--- src/rtl/sph_pkg.sv ---
// ----------------------------------------------------------------------------
// sph_pkg
// Shared types and constants for the SPH particle pipeline.
//   SPH_DATA_WIDTH : default width of one fp16 field
//   task_type_e    : kind of sub-step a pass computes (density or force)
//   particle_t     : one particle BRAM word {x, p, rho}
//   task_t         : one pair task sent to compute {x_i, x_j, p_i, p_j, rho_j}
//   ST_*           : pair_dispatcher FSM state encodings
// ----------------------------------------------------------------------------
package sph_pkg;

    localparam int SPH_DATA_WIDTH = 16;

    typedef enum logic [1:0] {
        TASK_DENSITY = 2'b00,
        TASK_FORCE   = 2'b01
    } task_type_e;

    typedef struct packed {
        logic [SPH_DATA_WIDTH-1:0] x;
        logic [SPH_DATA_WIDTH-1:0] p;
        logic [SPH_DATA_WIDTH-1:0] rho;
    } particle_t;

    typedef struct packed {
        logic [SPH_DATA_WIDTH-1:0] x_i;
        logic [SPH_DATA_WIDTH-1:0] x_j;
        logic [SPH_DATA_WIDTH-1:0] p_i;
        logic [SPH_DATA_WIDTH-1:0] p_j;
        logic [SPH_DATA_WIDTH-1:0] rho_j;
    } task_t;

    // Dispatcher FSM encodings, kept as plain constants so the state register
    // reads the same in older tools and waveform viewers.
    localparam logic [2:0] ST_IDLE    = 3'd0;
    localparam logic [2:0] ST_FETCH_I = 3'd1;
    localparam logic [2:0] ST_ISSUE   = 3'd2;
    localparam logic [2:0] ST_DRAIN   = 3'd3;
    localparam logic [2:0] ST_WRITE   = 3'd4;
    localparam logic [2:0] ST_DONE    = 3'd5;

endpackage

--- src/rtl/pair_dispatcher_rd_valid_pipe.sv ---
// ----------------------------------------------------------------------------
// rd_valid_pipe
// Shift register that follows each particle BRAM read through the memory's
// read latency, so the dispatcher knows which cycles carry valid rd_data.
// Ports:
//   clk_in     in  : system clock
//   rst        in  : synchronous active-high reset, clears all in-flight flags
//   in_valid   in  : a read address is being presented this cycle
//   tail_valid out : rd_data this cycle belongs to a tracked read
//   empty      out : no tracked reads in flight
// ----------------------------------------------------------------------------
module rd_valid_pipe
    import sph_pkg::*;
#(
    parameter int RD_LATENCY = 2
) (
    input  logic clk_in,
    input  logic rst,
    input  logic in_valid,
    output logic tail_valid,
    output logic empty
);

    logic [RD_LATENCY-1:0] stage_q;
    logic [RD_LATENCY-1:0] stage_d;

    generate
        for (genvar gi = 0; gi < RD_LATENCY; gi++) begin : g_stage
            if (gi == 0) begin : g_head
                assign stage_d[gi] = in_valid;
            end else begin : g_body
                assign stage_d[gi] = stage_q[gi-1];
            end
        end
    endgenerate

    always_ff @(posedge clk_in) begin
        if (rst) begin
            stage_q <= '0;
        end else begin
            stage_q <= stage_d;
        end
    end

    // A read issued in cycle t sets stage 0 in t+1 and reaches the last stage
    // in t+RD_LATENCY, exactly when its data is on rd_data.
    assign tail_valid = stage_q[RD_LATENCY-1];
    assign empty      = ~|stage_q;

endmodule

--- src/rtl/pair_dispatcher.sv ---
// ----------------------------------------------------------------------------
// pair_dispatcher
// Upstream task generator for the SPH compute stage. One pass walks every
// particle i; for each i it streams all j (self-pair included) as packed
// tasks {x_i, x_j, p_i, p_j, rho_j}, waits for compute's per-i result and
// writes it back to the result memory at address i.
// Ports:
//   clk_in, rst               : clock, synchronous active-high reset
//   start, cfg_task_type      : begin a pass (only from idle), pass task type
//   busy, done                : pass in progress / one-cycle completion pulse
//   rd_addr, rd_data          : particle BRAM read port, RD_LATENCY pipelined
//   valid_task, task_type,
//   task_data                 : task stream to compute
//   res_valid, res_data       : per-i result from compute
//   res_busy                  : compute terms in flight (observed only)
//   wr_en, wr_addr, wr_data   : result memory write port
// ----------------------------------------------------------------------------
module pair_dispatcher
    import sph_pkg::*;
#(
    parameter int DATA_WIDTH  = SPH_DATA_WIDTH,
    parameter int N_PARTICLES = 4,
    parameter int ADDR_WIDTH  = 2,
    parameter int RD_LATENCY  = 2
) (
    input  logic                    clk_in,
    input  logic                    rst,
    input  logic                    start,
    input  logic [1:0]              cfg_task_type,
    output logic                    busy,
    output logic                    done,
    output logic [ADDR_WIDTH-1:0]   rd_addr,
    input  logic [3*DATA_WIDTH-1:0] rd_data,
    output logic                    valid_task,
    output logic [1:0]              task_type,
    output logic [5*DATA_WIDTH-1:0] task_data,
    input  logic                    res_valid,
    input  logic [DATA_WIDTH-1:0]   res_data,
    input  logic                    res_busy,
    output logic                    wr_en,
    output logic [ADDR_WIDTH-1:0]   wr_addr,
    output logic [DATA_WIDTH-1:0]   wr_data
);

    localparam logic [ADDR_WIDTH-1:0] LAST_IDX   = ADDR_WIDTH'(N_PARTICLES - 1);
    localparam logic [2:0]            FETCH_LAST = 3'(RD_LATENCY - 1);

    // ------------------------------------------------------------------
    // State
    // ------------------------------------------------------------------
    logic [2:0]              state_q,      state_d;
    logic [ADDR_WIDTH-1:0]   i_q,          i_d;
    logic [ADDR_WIDTH-1:0]   j_q,          j_d;
    logic [2:0]              fetch_cnt_q,  fetch_cnt_d;
    logic [DATA_WIDTH-1:0]   x_i_q,        x_i_d;
    logic [DATA_WIDTH-1:0]   p_i_q,        p_i_d;
    logic [1:0]              task_type_q,  task_type_d;
    logic                    busy_q,       busy_d;
    logic                    done_q,       done_d;
    logic                    valid_task_q, valid_task_d;
    logic [5*DATA_WIDTH-1:0] task_data_q,  task_data_d;
    logic                    wr_en_q,      wr_en_d;
    logic [ADDR_WIDTH-1:0]   wr_addr_q,    wr_addr_d;
    logic [DATA_WIDTH-1:0]   wr_data_q,    wr_data_d;
    logic                    pending_q,    pending_d;

    logic                    issue_rd;
    logic                    tail_valid;
    logic                    pipe_empty;

    logic [DATA_WIDTH-1:0]   rd_x;
    logic [DATA_WIDTH-1:0]   rd_p;
    logic [DATA_WIDTH-1:0]   rd_rho;

    assign rd_x   = rd_data[3*DATA_WIDTH-1:2*DATA_WIDTH];
    assign rd_p   = rd_data[2*DATA_WIDTH-1:DATA_WIDTH];
    assign rd_rho = rd_data[DATA_WIDTH-1:0];

    // Compute occupancy never throttles the dispatcher; it is only brought
    // in so it is visible alongside the task stream.
    logic unused_res_busy;
    assign unused_res_busy = res_busy;

    // ------------------------------------------------------------------
    // In-flight read tracker
    // ------------------------------------------------------------------
    rd_valid_pipe #(
        .RD_LATENCY (RD_LATENCY)
    ) u_rd_valid_pipe (
        .clk_in     (clk_in),
        .rst        (rst),
        .in_valid   (issue_rd),
        .tail_valid (tail_valid),
        .empty      (pipe_empty)
    );

    // ------------------------------------------------------------------
    // Next-state logic
    // ------------------------------------------------------------------
    always_comb begin
        state_d     = state_q;
        i_d         = i_q;
        j_d         = j_q;
        fetch_cnt_d = fetch_cnt_q;
        x_i_d       = x_i_q;
        p_i_d       = p_i_q;
        task_type_d = task_type_q;
        task_data_d = task_data_q;
        wr_data_d   = wr_data_q;
        pending_d   = pending_q;
        issue_rd    = 1'b0;

        // The per-i result can overtake the tail of the task stream, so it is
        // accepted in ISSUE as well as DRAIN. Only the first result for an i
        // is kept; a second one before the write-back is dropped.
        if ((state_q == ST_ISSUE || state_q == ST_DRAIN) && res_valid && !pending_q) begin
            pending_d = 1'b1;
            wr_data_d = res_data;
        end

        case (state_q)
            ST_IDLE: begin
                if (start) begin
                    task_type_d = cfg_task_type;
                    i_d         = '0;
                    j_d         = '0;
                    fetch_cnt_d = '0;
                    state_d     = ST_FETCH_I;
                end
            end

            // rd_addr holds i for RD_LATENCY cycles; the word for i lands on
            // rd_data in the first ISSUE cycle, where it is latched.
            ST_FETCH_I: begin
                if (fetch_cnt_q == FETCH_LAST) begin
                    j_d     = '0;
                    state_d = ST_ISSUE;
                end else begin
                    fetch_cnt_d = fetch_cnt_q + 3'd1;
                end
            end

            ST_ISSUE: begin
                issue_rd = 1'b1;
                if (j_q == '0) begin
                    x_i_d = rd_x;
                    p_i_d = rd_p;
                end
                // j stops at N-1 rather than wrapping.
                if (j_q == LAST_IDX) begin
                    state_d = ST_DRAIN;
                end else begin
                    j_d = j_q + 1'b1;
                end
            end

            ST_DRAIN: begin
                if (pipe_empty && (pending_q || res_valid)) begin
                    state_d = ST_WRITE;
                end
            end

            ST_WRITE: begin
                pending_d = 1'b0;
                if (i_q == LAST_IDX) begin
                    state_d = ST_DONE;
                end else begin
                    i_d         = i_q + 1'b1;
                    fetch_cnt_d = '0;
                    state_d     = ST_FETCH_I;
                end
            end

            ST_DONE: begin
                state_d = ST_IDLE;
            end

            default: begin
                state_d = ST_IDLE;
            end
        endcase

        // Task output is registered one cycle after the matching rd_data.
        valid_task_d = tail_valid;
        if (tail_valid) begin
            task_data_d = {x_i_q, rd_x, p_i_q, rd_p, rd_rho};
        end

        // Strobes are registered so they line up with the state they belong to.
        wr_en_d   = (state_d == ST_WRITE);
        wr_addr_d = (state_d == ST_WRITE) ? i_q : wr_addr_q;
        done_d    = (state_d == ST_DONE);
        busy_d    = (state_d != ST_IDLE);
    end

    // ------------------------------------------------------------------
    // Registers
    // ------------------------------------------------------------------
    always_ff @(posedge clk_in) begin
        if (rst) begin
            state_q      <= ST_IDLE;
            i_q          <= '0;
            j_q          <= '0;
            fetch_cnt_q  <= '0;
            x_i_q        <= '0;
            p_i_q        <= '0;
            task_type_q  <= '0;
            busy_q       <= 1'b0;
            done_q       <= 1'b0;
            valid_task_q <= 1'b0;
            task_data_q  <= '0;
            wr_en_q      <= 1'b0;
            wr_addr_q    <= '0;
            wr_data_q    <= '0;
            pending_q    <= 1'b0;
        end else begin
            state_q      <= state_d;
            i_q          <= i_d;
            j_q          <= j_d;
            fetch_cnt_q  <= fetch_cnt_d;
            x_i_q        <= x_i_d;
            p_i_q        <= p_i_d;
            task_type_q  <= task_type_d;
            busy_q       <= busy_d;
            done_q       <= done_d;
            valid_task_q <= valid_task_d;
            task_data_q  <= task_data_d;
            wr_en_q      <= wr_en_d;
            wr_addr_q    <= wr_addr_d;
            wr_data_q    <= wr_data_d;
            pending_q    <= pending_d;
        end
    end

    // ------------------------------------------------------------------
    // Outputs
    // ------------------------------------------------------------------
    // Read address is decoded from the counters: j while streaming pairs,
    // otherwise i (covers FETCH_I, and is 0 out of reset).
    assign rd_addr    = (state_q == ST_ISSUE) ? j_q : i_q;
    assign busy       = busy_q;
    assign done       = done_q;
    assign valid_task = valid_task_q;
    assign task_type  = task_type_q;
    assign task_data  = task_data_q;
    assign wr_en      = wr_en_q;
    assign wr_addr    = wr_addr_q;
    assign wr_data    = wr_data_q;

endmodule

--- config.mk ---
export PLATFORM = sky130hd
export DESIGN_NAME = pair_dispatcher
export DESIGN_NICKNAME = d
export VERILOG_FILES = /design/src/rtl/sph_pkg.sv /design/src/rtl/pair_dispatcher_rd_valid_pipe.sv /design/src/rtl/pair_dispatcher.sv
export SDC_FILE = /design/constraint.sdc
export NUM_CORES = 1
export LEC_CHECK = 0
export ABC_AREA = 0
export CELL_PAD_IN_SITES_DETAIL_PLACEMENT = 0
export CELL_PAD_IN_SITES_GLOBAL_PLACEMENT = 1
export CORE_UTILIZATION = 36
export CTS_BUF_LIST = sky130_fd_sc_hd__clkbuf_16
export DETAILED_ROUTE_END_ITERATION = 8
export GPL_TIMING_DRIVEN = 0
export PLACE_DENSITY = 0.89
export SYNTH_ARGS = -nofsm -noshare
export SYNTH_HDL_FRONTEND = slang
export SYNTH_SLANG_ARGS = --single-unit
--- constraint.sdc ---
create_clock -name clk_in -period 4.5 [get_ports clk_in]
set_input_delay 1.35 -clock clk_in [delete_from_list [all_inputs] [get_ports clk_in]]
set_output_delay 1.35 -clock clk_in [all_outputs]
set_load 0.02 [all_outputs]
Yosys cells after proc, flatten, opt, wreduce, memory -nomap -nowiden
Index checks and enable logic that the tools add are counted.

Latch bits: 0. Memories kept: 0. Register bits: 149. Bits of input ports: 71. Logic and storage cells: 71. Output and inout bits: 106. Bits in writable memories: 0. Memory bits (read-only): 0.

Multiplexer cells: 18. Add/sub/neg operators: 3. Shift-type cells: 0. Order comparisons: 0. Equality and inequality tests: 14. Bitwise logic cells: 0. Reductions and logical operators: 20. Divide/modulo/power cells: 0. Multipliers: 0.

Operators by type and width (number): 2-to-1 mux 3 bit (8); case mux 3 bit (5 select lines) (1); 2-to-1 mux 2 bit (5); inequality test 2 bit (second input constant) (5); == test 3 bit (second input constant) (3); case mux 3 bit (3 select lines) (1); nonzero test 3 bit (3); AND reduction 4 bit (2); == test 3 x 1 -> 1 bit (second input constant) (2); == test 3 x 2 -> 1 bit (second input constant) (2); case mux 2 bit (3 select lines) (1); adder 2 x 1 -> 2 bit (second input constant) (2); == test 2 bit (second input constant) (2); case mux 2 bit (2 select lines) (1); AND reduction 2 bit (2); OR reduction 2 bit (2); adder 3 x 1 -> 3 bit (second input constant) (1); logical AND 1 bit (3); logical NOT 3 bit (1); AND reduction 3 bit (1); logical NOT 1 bit (2); logical NOT 2 bit (1); logical OR 1 bit (2); nonzero test 2 bit (1); 2-to-1 mux 1 bit (1).

Logic depth before layout (Yosys ltp)
Gate-level depths: netlist of run 1.

Word-level depth: 6. Depth in mapped cells: 7. Mapped depth without buffers: 6.

Hierarchy
Synthesis of run 1 repeated with hierarchy kept, for this count alone.

Cell total of the unflattened synthesis: 587. Area, all modules: 5450.2 um2.

Modules (own cells, without submodules): pair_dispatcher (area an instance 5391.4 um2, seq. area each 2942.8 um2, cells an instance 582, times used 1); rd_valid_pipe (area an instance 58.8 um2, seq. area each 40.0 um2, cells an instance 5, times used 1).

Least setup slack after synthesis of run 1
No wires, ideal clock.

Path kind: register -> output. From: reg state_q[1]. To: out rd_addr[0]. Arrival: 1351 ps. Slack: 1799 ps. Data required time: 3150 ps. Path buffers: 1. Cell stages (with the launch flop): 5. Cell sequence: dfxtp_1 -> buf_2 -> nor2b_1 -> nand2b_1 -> o21ai_0.

Cells in the longest elaborated chain, start to end: 2.

RTL lines: from (decl) (line pair_dispatcher.sv:51) `logic [2:0] state_q, state_d;`; from (signal assigned) (line pair_dispatcher.sv:217) `state_q <= state_d;`; == test 3 x 2 -> 1 bit (line pair_dispatcher.sv:240) `assign rd_addr = (state_q == ST_ISSUE) ? j_q : i_q;`; 2-to-1 mux 2 bit (line pair_dispatcher.sv:240); to (decl) (line pair_dispatcher.sv:32) `output logic [ADDR_WIDTH-1:0] rd_addr,`.

No other way between the ends.

Worst setup path in the final report of run 1
Ends and elaborated chain as after synthesis.

==> results of run 1 <==
[worst min-delay path by stage]
stage          cells past startpoint                       to                    start
6_report                           2  wr_data[4]$_SDFFE_PP0P_  wr_data[4]$_SDFFE_PP0P_
5_1_grt                            2   p_i_q[11]$_SDFFE_PP0P_   p_i_q[11]$_SDFFE_PP0P_
4_1_cts                            2  wr_data[4]$_SDFFE_PP0P_  wr_data[4]$_SDFFE_PP0P_
3_5_place_dp                       2  wr_data[4]$_SDFFE_PP0P_  wr_data[4]$_SDFFE_PP0P_
3_3_place_gp                       2   x_i_q[14]$_SDFFE_PP0P_   x_i_q[14]$_SDFFE_PP0P_
2_1_floorplan                      2    p_i_q[0]$_SDFFE_PP0P_    p_i_q[0]$_SDFFE_PP0P_
[power groups by stage]
stage	Combinational, mW	Sequential (mW)	Clock, mW
floorplan	0.0842	1.38	0
global placement	0.198	1.37	0
detailed placement	0.200	1.38	0
CTS	0.202	1.35	1.53
global route	0.218	1.35	1.59
finish	0.200	1.35	1.50
[layout by cell type, fill, tap and decap left out, types with 4 or more instances in the layout]
cell | Yosys | routed
a21oi_1 | 58 | 58
buf_2 | 14 | 14
bufinv_16 | 0 | 4
clkbuf_1 | 21 | 21
clkbuf_16 | 0 | 17
clkdlybuf4s50_1 | 0 | 175
dfxtp_1 | 149 | 149
ha_1 | 5 | 5
mux2i_1 | 84 | 84
nand2_1 | 103 | 103
nor2_1 | 97 | 97
nor2b_1 | 4 | 4
o21ai_0 | 8 | 8
[flip-flops by register name, summed over array words and instances, names as in the netlist, 2 cells and up]
name,cells
task_data,80
fetch_cnt_q,3
state_q,3
j_q,2
i_q,2
p_i_q,16
x_i_q,16
u_rd_valid_pipe.stage_q,2
wr_data,16
wr_addr,2
task_type,2
[area by class of cell]
cell class / count / area [um^2]
inverter: 3 / 11.26
clock buffer: 17 / 425.4
tap: 184 / 230.2
timing repair buffer: 175 / 1752
sequential: 149 / 2983
clock inverter: 15 / 202.7
fill: 1309 / 6590
multi-input combinational: 395 / 2282
buffer: 39 / 167.7
[layer usage]
layer	vias to the layer above	global-route usage [%]	share of wire [%]
li1	2334	-	-
met1	2227	22.69	42
met2	146	33.09	49
met3	18	7.018	7.0
met4	0	6.456	1.5
met5	-	0	0
[per-stage QoR]
step	worst slack [ps]	cell area, um^2	hold WS, ps	utilization [%]	power [mW]
global route	585.6	8054	473.0	55.00	3.159
floorplan	1799	5444	436.0	-	1.466
global placement	1265	7426	442.3	50.71	1.572
CTS	768.7	8054	455.5	55.00	3.080
finish	777.3	8054	451.4	55.00	3.045
detailed placement	1242	7426	447.5	50.71	1.576
[logic make-up (layout without fill, tap and decap cells)]
kind of cell | after synthesis | after routing | share of synthesized area [%]
AND/OR/NAND/NOR | 230 | 230 | 17.88
flip-flops | 149 | 149 | 54.79
multiplexers | 84 | 84 | 15.44
AO/OA/AOI/OAI | 76 | 76 | 7.447
buffers and inverters | 42 | 249 | 3.287
adder cells (fa/ha/maj) | 5 | 5 | 1.149
[critical path, cell delays in order, from the launching register on]
cell and delay (ps):
dfxtp_1 420, buf_2 250, nor2b_1 220, nand2b_1 160, o21ai_0 220, clkdlybuf4s50_1 670
[synthesized netlist by cell type, drive strengths merged (2+ instances only)]
cell type / count
nor2b: 4
buf: 18
nand4: 3
inv: 3
o21ai: 9
clkbuf: 21
or2: 3
nand2: 103
a21oi: 58
ha: 5
o21a: 2
nor3: 3
dfxtp: 149
mux2i: 84
nand3b: 2
nor2: 97
or3: 3
and2: 2
nor3b: 3
==> metrics.md, run 1 <==
| Metric | Value |
|---|---|
| Status | finished, violations left |
| Failing checks | design-rule violations |
| Crit path to | rd_addr[0] |
| Pleak | 2.796 nW |
| Worst r2r path cells | 5 |
| Layout Nets | around 860 |
| Seq cells post-synth | between 100 and 150 |
| Grt ovf | 0 |
| RSZ-0062 raised after global routing | false |
| Setup TNS | 0 ps |
| Int Pwr | 2.368 mW |
| Routability cong. | between 0.8 and 0.9 |
| Post-synth top area share | 54.79% |
| Root Driver | clkbuf_16 |
| Clock sink total | 149 |
| Arrival @ worst endpoint | 2370 ps |
| NetSw | between 0.6 and 0.7 mW |
| Vias in the first global route | 4780 |
| First drt pass iteration count | 7 |
| DP Wirelength | 10560 um |
| Critical Setup Path Class | flop to output pin |
| CTS H-Tree Depth | 4 |
| Top Ports | 177 |
| Area growth, synth to finish | 47.94% |
| Seq pwr share | between 40 and 50% |
| Syn nets | 662 |
| CP required | 3150 ps |
| Largest fanout on the critical path | 10 |
| Gate Count Post-Synth | 586 |
| Via/cell ratio | 4.836 |
| Pwr per Cell Area | roughly 380 nW/um^2 |
| Skew final | 7.156 ps |
| Crit. End Element | output pin |
| Final period util | between 80% and 90% |
| Vias | 4725 |
| Synth unique cells | 39 |
| Critical Path Start Type | flop |
| Die Ht | 125.0 um |
| Clk_lat worst skew | 420 ps |
| Post-synth EDFFs | 0 |
| Largest area contributor in the netlist | dfxtp_1 |
| Largest net degree at the start of global routing | 17 |
| Std cell rows | 44 |
| Initial antenna violation count | 0 |
| Final Slew Violations | 0 |
| Total track usage | ~19% |
| Sw Ratio | 22.23% |
| Layout cells sized above 1 | 6.431% |
| First-pass GRT wire length | between 20000 and 25000 um |
| Mean Syn Cell Area | 9.290 um^2 |
| Post-DRT Antenna Nets | 0 |
| Sequential fraction of the synthesis area | 54.79% |
| Post-DR wirelength/cell | 14.84 um |
| Core Box Area | 14640 um^2 |
| Ys Warns | 0 |
| Die Footprint | 15620 um^2 |
| Ant diodes | 0 |
| # Max-Cap Violations | 0 |
| Initial DRC Count | 260 |
| Max Root-Sink Buffers | 2 |
| # DRC | 24 |
| # hold bufs at CTS | 0 |
| Die W | 125.0 um |
| Worst r2r src | fetch_cnt_q[0]$_SDFFE_PP0P_ |
| Maximum clock frequency | 0.2686 GHz |
| Worst R2R Setup Slack | 2660 ps |
| Peak supply drop | 256.4 uV |
| Hold Vio Cnt, Final | 0 |
| Worst reg2reg endpoint | busy$_SDFF_PP0_ |
| Starting Density | 37.18% |
| Slew @ Worst Pin | 615.6 ps |
| Slew Limit Headroom | 58.96% |
| CP Launch Point | state_q[1]$_SDFF_PP0_ |
| CTS tree | built |
| Cell Area, Synth | between 5000 and 6000 um^2 |
| Ys flop type | dfxtp_1 |
| Placed cells | 945 |
| Clock power share | 49.2% |
| PortBufs | between 150 and 200 |
| Tmin final | 3723 ps |
| Ys async rst share | 0% |
| Total routed wirelength | 14500 um |
| Worst hold-check path type | flop to flop |
| Post-cts sizing count | 0 |
| Area contributors post-synth | dfxtp_1, mux2i_1, nand2_1 |
| Non-Filler Instances | 977 |
| Post-CTS setup buffers | 0 |
| Clk slew on worst S/H paths | approximately 60 ps |
| Setup violators final | 0 |
| Logic pwr share | 6.6% |
| Total CTS buffers | 17 |
Note: power is estimated with default switching activity, not from simulation.
==> inputs of run 2 (changes only) <==
--- a/config.mk
+++ b/config.mk
@@ -8,11 +8,11 @@
 export ABC_AREA = 0
 export CELL_PAD_IN_SITES_DETAIL_PLACEMENT = 0
 export CELL_PAD_IN_SITES_GLOBAL_PLACEMENT = 1
-export CORE_UTILIZATION = 36
+export CORE_UTILIZATION = 30
 export CTS_BUF_LIST = sky130_fd_sc_hd__clkbuf_16
 export DETAILED_ROUTE_END_ITERATION = 8
 export GPL_TIMING_DRIVEN = 0
-export PLACE_DENSITY = 0.89
+export PLACE_DENSITY = 0.8
 export SYNTH_ARGS = -nofsm -noshare
 export SYNTH_HDL_FRONTEND = slang
 export SYNTH_SLANG_ARGS = --single-unit
==> constraint.sdc (replaced) <==
create_clock -name clk_in -period 3.05 [get_ports clk_in]
set_input_delay 0.915 -clock clk_in [delete_from_list [all_inputs] [get_ports clk_in]]
set_output_delay 0.915 -clock clk_in [all_outputs]
set_load 0.02 [all_outputs]
==> metrics.md, run 2 (synthesis gave the netlist of run 1 again) <==
| Metric | Value |
|---|---|
| Status | complete, no violations |
| Total track usage | 16.05% |
| Worst reg2reg endpoint | busy$_SDFF_PP0_ |
| Worst r2r src | u_rd_valid_pipe.stage_q[1]$_SDFF_PP0_ |
| Final period util | 91.95% |
| CTS H-Tree Depth | 4 |
| Layout Nets | 856 |
| Grt ovf | 0 |
| Clock sink total | 149 |
| # DRC | 0 |
| Max FFs per register | 80 |
| Setup violators final | 0 |
| Starting Density | a little under a third |
| Fin area | 8078 um^2 |
| Layout cells sized above 1 | about 6.7% |
| Critical Setup Path Class | flop to output pin |
| CTS tree | built |
| Peak supply drop | 387.7 uV |
| Placed cells | 986 |
| Initial DRC Count | 234 |
| Total Power | 4.424 mW |
| Critical Path Start Type | flop |
| Die Footprint | 18690 um^2 |
| Vias | 4591 |
| Largest net degree at the start of global routing | 17 |
| Routability cong. | ~0.76 |
| Clock power share | 48.3% |
| Skew final | 9.551 ps |
| Tmin final | 2805 ps |
| # Max-Cap Violations | 0 |
| Max Root-Sink Buffers | 2 |
| Vias in the first global route | ~4400 |
| Clk_lat worst skew | 420 ps |
| Hold Vio Cnt, Final | 0 |
| Worst R2R Setup Slack | between 1000 and 1500 ps |
| Root Driver | clkbuf_16 |
| Setup TNS | 0 ps |
| Crit. End Element | output pin |
| Post-cts sizing count | 2 |
| CP required | 2130 ps |
| Slew Limit Headroom | roughly 55% |
| NetSw | 1.009 mW |
| Final setup margin | ~250 ps |
| Non-Filler Instances | 1018 |
| Post-DRT Antenna Nets | 0 |
| Commonest cells after routing, fill and taps aside | clkdlybuf4s50_1, dfxtp_1, nand2_1 |
| Post-DP Area | 7477 um^2 |
| Logic pwr share | 6.8% |
| Slew @ Worst Pin | between 600 and 700 ps |
| Via/cell ratio | 4.510 |
| Core Box Area | 17540 um^2 |
| Int Pwr | about 3.4 mW |
| Total CTS buffers | 17 |
| Seq pwr share | 44.9% |
| Ant diodes | 0 |
| DP Wirelength | 10400 um |
| Pwr per Cell Area | 547.6 nW/um^2 |
| Total routed wirelength | 14570 um |
| Pleak | 2.800 nW |
| Layout Utilization | 46.06% |
| Sw Ratio | a little under a quarter |
| Initial antenna violation count | 0 |
| Area growth, synth to finish | 48.38% |
| # hold bufs at CTS | 0 |
| Post-CTS setup buffers | 0 |
| Maximum clock frequency | 0.3566 GHz |
| Crit path to | rd_addr[0] |
| CP Launch Point | state_q[1]$_SDFF_PP0_ |
| Worst r2r path cells | 5 |
| Std cell rows | 48 |
| Top Ports | 177 |
| Arrival @ worst endpoint | 1890 ps |
| Pre-CTS setup slack | between 200 and 250 ps |
| PortBufs | 175 |
| Largest fanout on the critical path | 10 |
| Hold WS | 452.0 ps |
| Final Slew Violations | 0 |
| First drt pass iteration count | 5 |
| Most common cell after layout, fill and taps aside | clkdlybuf4s50_1 |
| RSZ-0062 raised after global routing | false |
| Clk slew on worst S/H paths | approximately 60 ps |
| Post-DR wirelength/cell | 14.31 um |
| Die Ht | 136.7 um |
| Die W | 136.7 um |
| Worst hold-check path type | flop to flop |
| First-pass GRT wire length | 22890 um |
[run 2: changes by cell type in the layout (fill, tap and decap cells not counted), moves of 2 or more]
cell and change:
clkdlybuf4s50_1 -2, clkinv_4 +3, clkinvlp_4 -2, clkbuf_2 +2, inv_6 -2
[run 2: worst min path at each step]
stage                             from                 endpoint  slack (ps)  depth (start not counted)
2_1_floorplan    p_i_q[0]$_SDFFE_PP0P_    p_i_q[0]$_SDFFE_PP0P_         440                          2
3_3_place_gp   wr_data[0]$_SDFFE_PP0P_  wr_data[0]$_SDFFE_PP0P_         440                          2
3_5_place_dp   wr_data[6]$_SDFFE_PP0P_  wr_data[6]$_SDFFE_PP0P_         450                          2
4_1_cts        wr_data[6]$_SDFFE_PP0P_  wr_data[6]$_SDFFE_PP0P_         450                          2
5_1_grt          p_i_q[9]$_SDFFE_PP0P_    p_i_q[9]$_SDFFE_PP0P_         470                          2
6_report       wr_data[6]$_SDFFE_PP0P_  wr_data[6]$_SDFFE_PP0P_         450                          2
[run 2: final cells by class]
class	count	area [um^2]
multi-input combinational	395	2282
fill	1732	9459
clock inverter	15	182.7
inverter	3	11.26
clock buffer	17	425.4
buffer	39	170.2
timing repair buffer	175	1742
sequential	149	2983
tap	225	281.5
[run 2: layer usage]
layer	GRT usage (%)	vias to the layer above	share of wire, %
li1	-	2340	-
met1	20.79	2084	47
met2	24.93	154	45
met3	5.370	13	7.2
met4	5.185	0	1.1
met5	0	-	0
[run 2: power by group through the flow]
stage | logic, mW | registers [mW] | clock network, mW
detailed placement | 0.302 | 2.03 | 0
global placement | 0.303 | 2.03 | 0
floorplan | 0.124 | 2.04 | 0
finish | 0.300 | 1.98 | 2.14
global route | 0.326 | 1.99 | 2.28
CTS | 0.304 | 1.98 | 2.19
[run 2: worst max-delay path, stage by stage, from the launching register on]
cell and delay [ps]:
dfxtp_1 430, clkbuf_4 250, nor2b_1 180, nand2b_1 130, o21ai_0 250, clkbuf_2 220
==> inputs of run 3 (changes only) <==
--- a/config.mk
+++ b/config.mk
@@ -6,13 +6,15 @@
 export NUM_CORES = 1
 export LEC_CHECK = 0
 export ABC_AREA = 0
+export CAP_MARGIN = 15
 export CELL_PAD_IN_SITES_DETAIL_PLACEMENT = 0
 export CELL_PAD_IN_SITES_GLOBAL_PLACEMENT = 1
 export CORE_UTILIZATION = 30
 export CTS_BUF_LIST = sky130_fd_sc_hd__clkbuf_16
+export CTS_CLUSTER_DIAMETER = 30
 export DETAILED_ROUTE_END_ITERATION = 8
 export GPL_TIMING_DRIVEN = 0
-export PLACE_DENSITY = 0.8
+export PLACE_DENSITY_LB_ADDON = 0.12
 export SYNTH_ARGS = -nofsm -noshare
 export SYNTH_HDL_FRONTEND = slang
 export SYNTH_SLANG_ARGS = --single-unit
==> metrics.md, run 3 (synthesis gave the netlist of run 1 again) <==
| Metric | Value |
|---|---|
| Routability cong. | 0.7637 |
| CTS tree | built |
| Via/cell ratio | ~4.5 |
| Largest fanout on the critical path | 10 |
| Ant diodes | 0 |
| Reg area | just under 3000 um^2 |
| Hold Vio Cnt, Final | 0 |
| Area of the multi-input gates | 2282 um^2 |
| PortBufs | 175 |
| Arrival @ worst endpoint | between 1500 and 2000 ps |
| Die Ht | 136.7 um |
| Post-DRT Antenna Nets | 0 |
| Worst R2R Setup Slack | 1190 ps |
| Int Pwr | 3.313 mW |
| Final Slew Violations | 0 |
| Clk_lat worst skew | 410 ps |
| Total CTS buffers | 17 |
| Status | complete, no violations |
| Clock power share | between 40% and 50% |
| Starting Density | 31.04% |
| Crit. End Element | output pin |
| First-pass GRT wire length | 22750 um |
| Vias in the first global route | about 4400 |
| Initial DRC Count | roughly 160 |
| Post-DR wirelength/cell | 14.43 um |
| Sw Ratio | 22.74% |
| Worst r2r path cells | 5 |
| Seq pwr share | 46.3% |
| Most common cell after layout, fill and taps aside | clkdlybuf4s50_1 |
| Std cell rows | 48 |
| Top Ports | about 180 |
| Die Footprint | 18690 um^2 |
| First drt pass iteration count | 4 |
| Core Box Area | 17540 um^2 |
| RSZ-0062 raised after global routing | false |
| Slew @ Worst Pin | 636.9 ps |
| # fillers | between 1500 and 2000 |
| # Max-Cap Violations | 0 |
| Vias | 4599 |
| Final setup margin | roughly 260 ps |
| Largest net degree at the start of global routing | 17 |
| Maximum clock frequency | 0.3579 GHz |
| Area growth, synth to finish | 47.53% |
| Critical Path Start Type | flop |
| Setup TNS | 0 ps |
| Max incr delay on CP | 430 ps |
| Worst hold-check path type | flop to flop |
| Worst reg2reg endpoint | busy$_SDFF_PP0_ |
| Logic pwr share | 7.0% |
| Hold Path Stages | 2 |
| Max Root-Sink Buffers | 2 |
| Clk slew on worst S/H paths | 60 ps |
| Skew final | 6.861 ps |
| Peak supply drop | 370.1 uV |
| Hold Startpoint | wr_data[9]$_SDFFE_PP0P_ |
| Tmin final | 2794 ps |
| Hold WS | 453.3 ps |
| Largest delay share family, worst path | buffers and inverters |
| Hold Path Sink | wr_data[9]$_SDFFE_PP0P_ |
| DP Wirelength | about 11000 um |
| Total Power | 4.289 mW |
| Slew Limit Headroom | 57.54% |
| # DRC | 0 |
| Critical Setup Path Class | flop to output pin |
| Final period util | 91.61% |
| Grt ovf | 0 |
| NetSw | 0.9754 mW |
| Max FFs per register | 80 |
| Layout Nets | 856 |
| CTS H-Tree Depth | 4 |
| Layout cells sized above 1 | 6.313% |
| # hold bufs at CTS | 0 |
| Setup violators final | 0 |
| Root Driver | clkbuf_16 |
| Commonest cells after routing, fill and taps aside | clkdlybuf4s50_1, dfxtp_1, nand2_1 |
| Total track usage | ~16% |
| Worst path cell trace | buf_2, nor2b_1, nand2b_1, o21ai_0, clkbuf_2 |
| Pre-CTS setup slack | 269.1 ps |
| Worst r2r src | fetch_cnt_q[0]$_SDFFE_PP0P_ |
| Clock sink total | 149 |
| Buffers and inverters on the worst path | 2 |
| Pleak | 2.768 nW |
| Die W | 136.7 um |
| CP required | 2130 ps |
| Slowest-stage cell, CP | dfxtp_1 |
| Pwr per Cell Area | 534.0 nW/um^2 |
| Total routed wirelength | 14680 um |
| Initial antenna violation count | 0 |
[run 3: cell types whose count changed in the layout (fill, tap and decap cells not counted), sizes merged]
cell      previous run  this run
buf                 17        18
inv                  6         7
bufinv               3         2
clkinv               8         3
clkbuf              41        40
clkinvlp             1         5
[run 3: final cells by class]
type                       instances  area share, %
clock inverter                    14          1.729
multi-input combinational        395          28.42
timing repair buffer             175          21.69
clock buffer                      17          5.297
buffer                            39          2.088
sequential                       149          37.14
inverter                           3         0.1402
tap                              225          3.505
[run 3: metal layers]
metal / global-route usage, % / up-vias / part of all wire (%)
met3: 4.333 / 15 / 5.7
met4: 7.222 / 0 / 1.5
met5: 0 / - / 0
li1: - / 2337 / -
met2: 25.63 / 115 / 46
met1: 20.03 / 2132 / 46
[run 3: repair_timing]
action                     CTS  global route
setup endpoints to repair    2             2
pin swaps                    0             0
buffers inserted             0             0
gates resized for setup      2             6
[run 3: worst max-delay path by stage]
stage	from	to	slack [ps]	cells after the start
after global routing	state_q[1]$_SDFF_PP0_	rd_addr[1]	120	5
after global placement	state_q[1]$_SDFF_PP0_	rd_addr[1]	260	5
final	state_q[1]$_SDFF_PP0_	rd_addr[1]	260	5
after CTS	state_q[1]$_SDFF_PP0_	rd_addr[0]	90	5
after floorplan	state_q[1]$_SDFF_PP0_	rd_addr[0]	780	4
after detailed placement	state_q[1]$_SDFF_PP0_	rd_addr[0]	270	5
[run 3: power by group through the flow]
| stage | logic, mW | clock network (mW) | registers [mW] |
|---|---|---|---|
| 3_5_place_dp | 0.301 | 0 | 2.03 |
| 6_report | 0.299 | 2.00 | 1.99 |
| 4_1_cts | 0.303 | 2.06 | 1.99 |
| 5_1_grt | 0.326 | 2.15 | 1.99 |
| 3_3_place_gp | 0.298 | 0 | 2.03 |
| 2_1_floorplan | 0.124 | 0 | 2.04 |
[run 3: worst reg2reg max path: cells and delay by family, from the launching register on]
kind                       cells  cell delay (ps)
and+or+nand+nor                2              660
AOI/OAI and AO/OA              2              490
DFF                            1              390
adders and majority gates      1              220
[run 3: metrics by stage]
stage | instance area [um^2] | cells | utilization (%)
3_3_place_gp | 7477 | 986 | 42.64
5_1_grt | 8031 | 1017 | 45.80
6_report | 8031 | 1017 | 45.80
3_5_place_dp | 7477 | 986 | 42.64
4_1_cts | 8039 | 1017 | 45.84
2_1_floorplan | 5444 | 586 | -
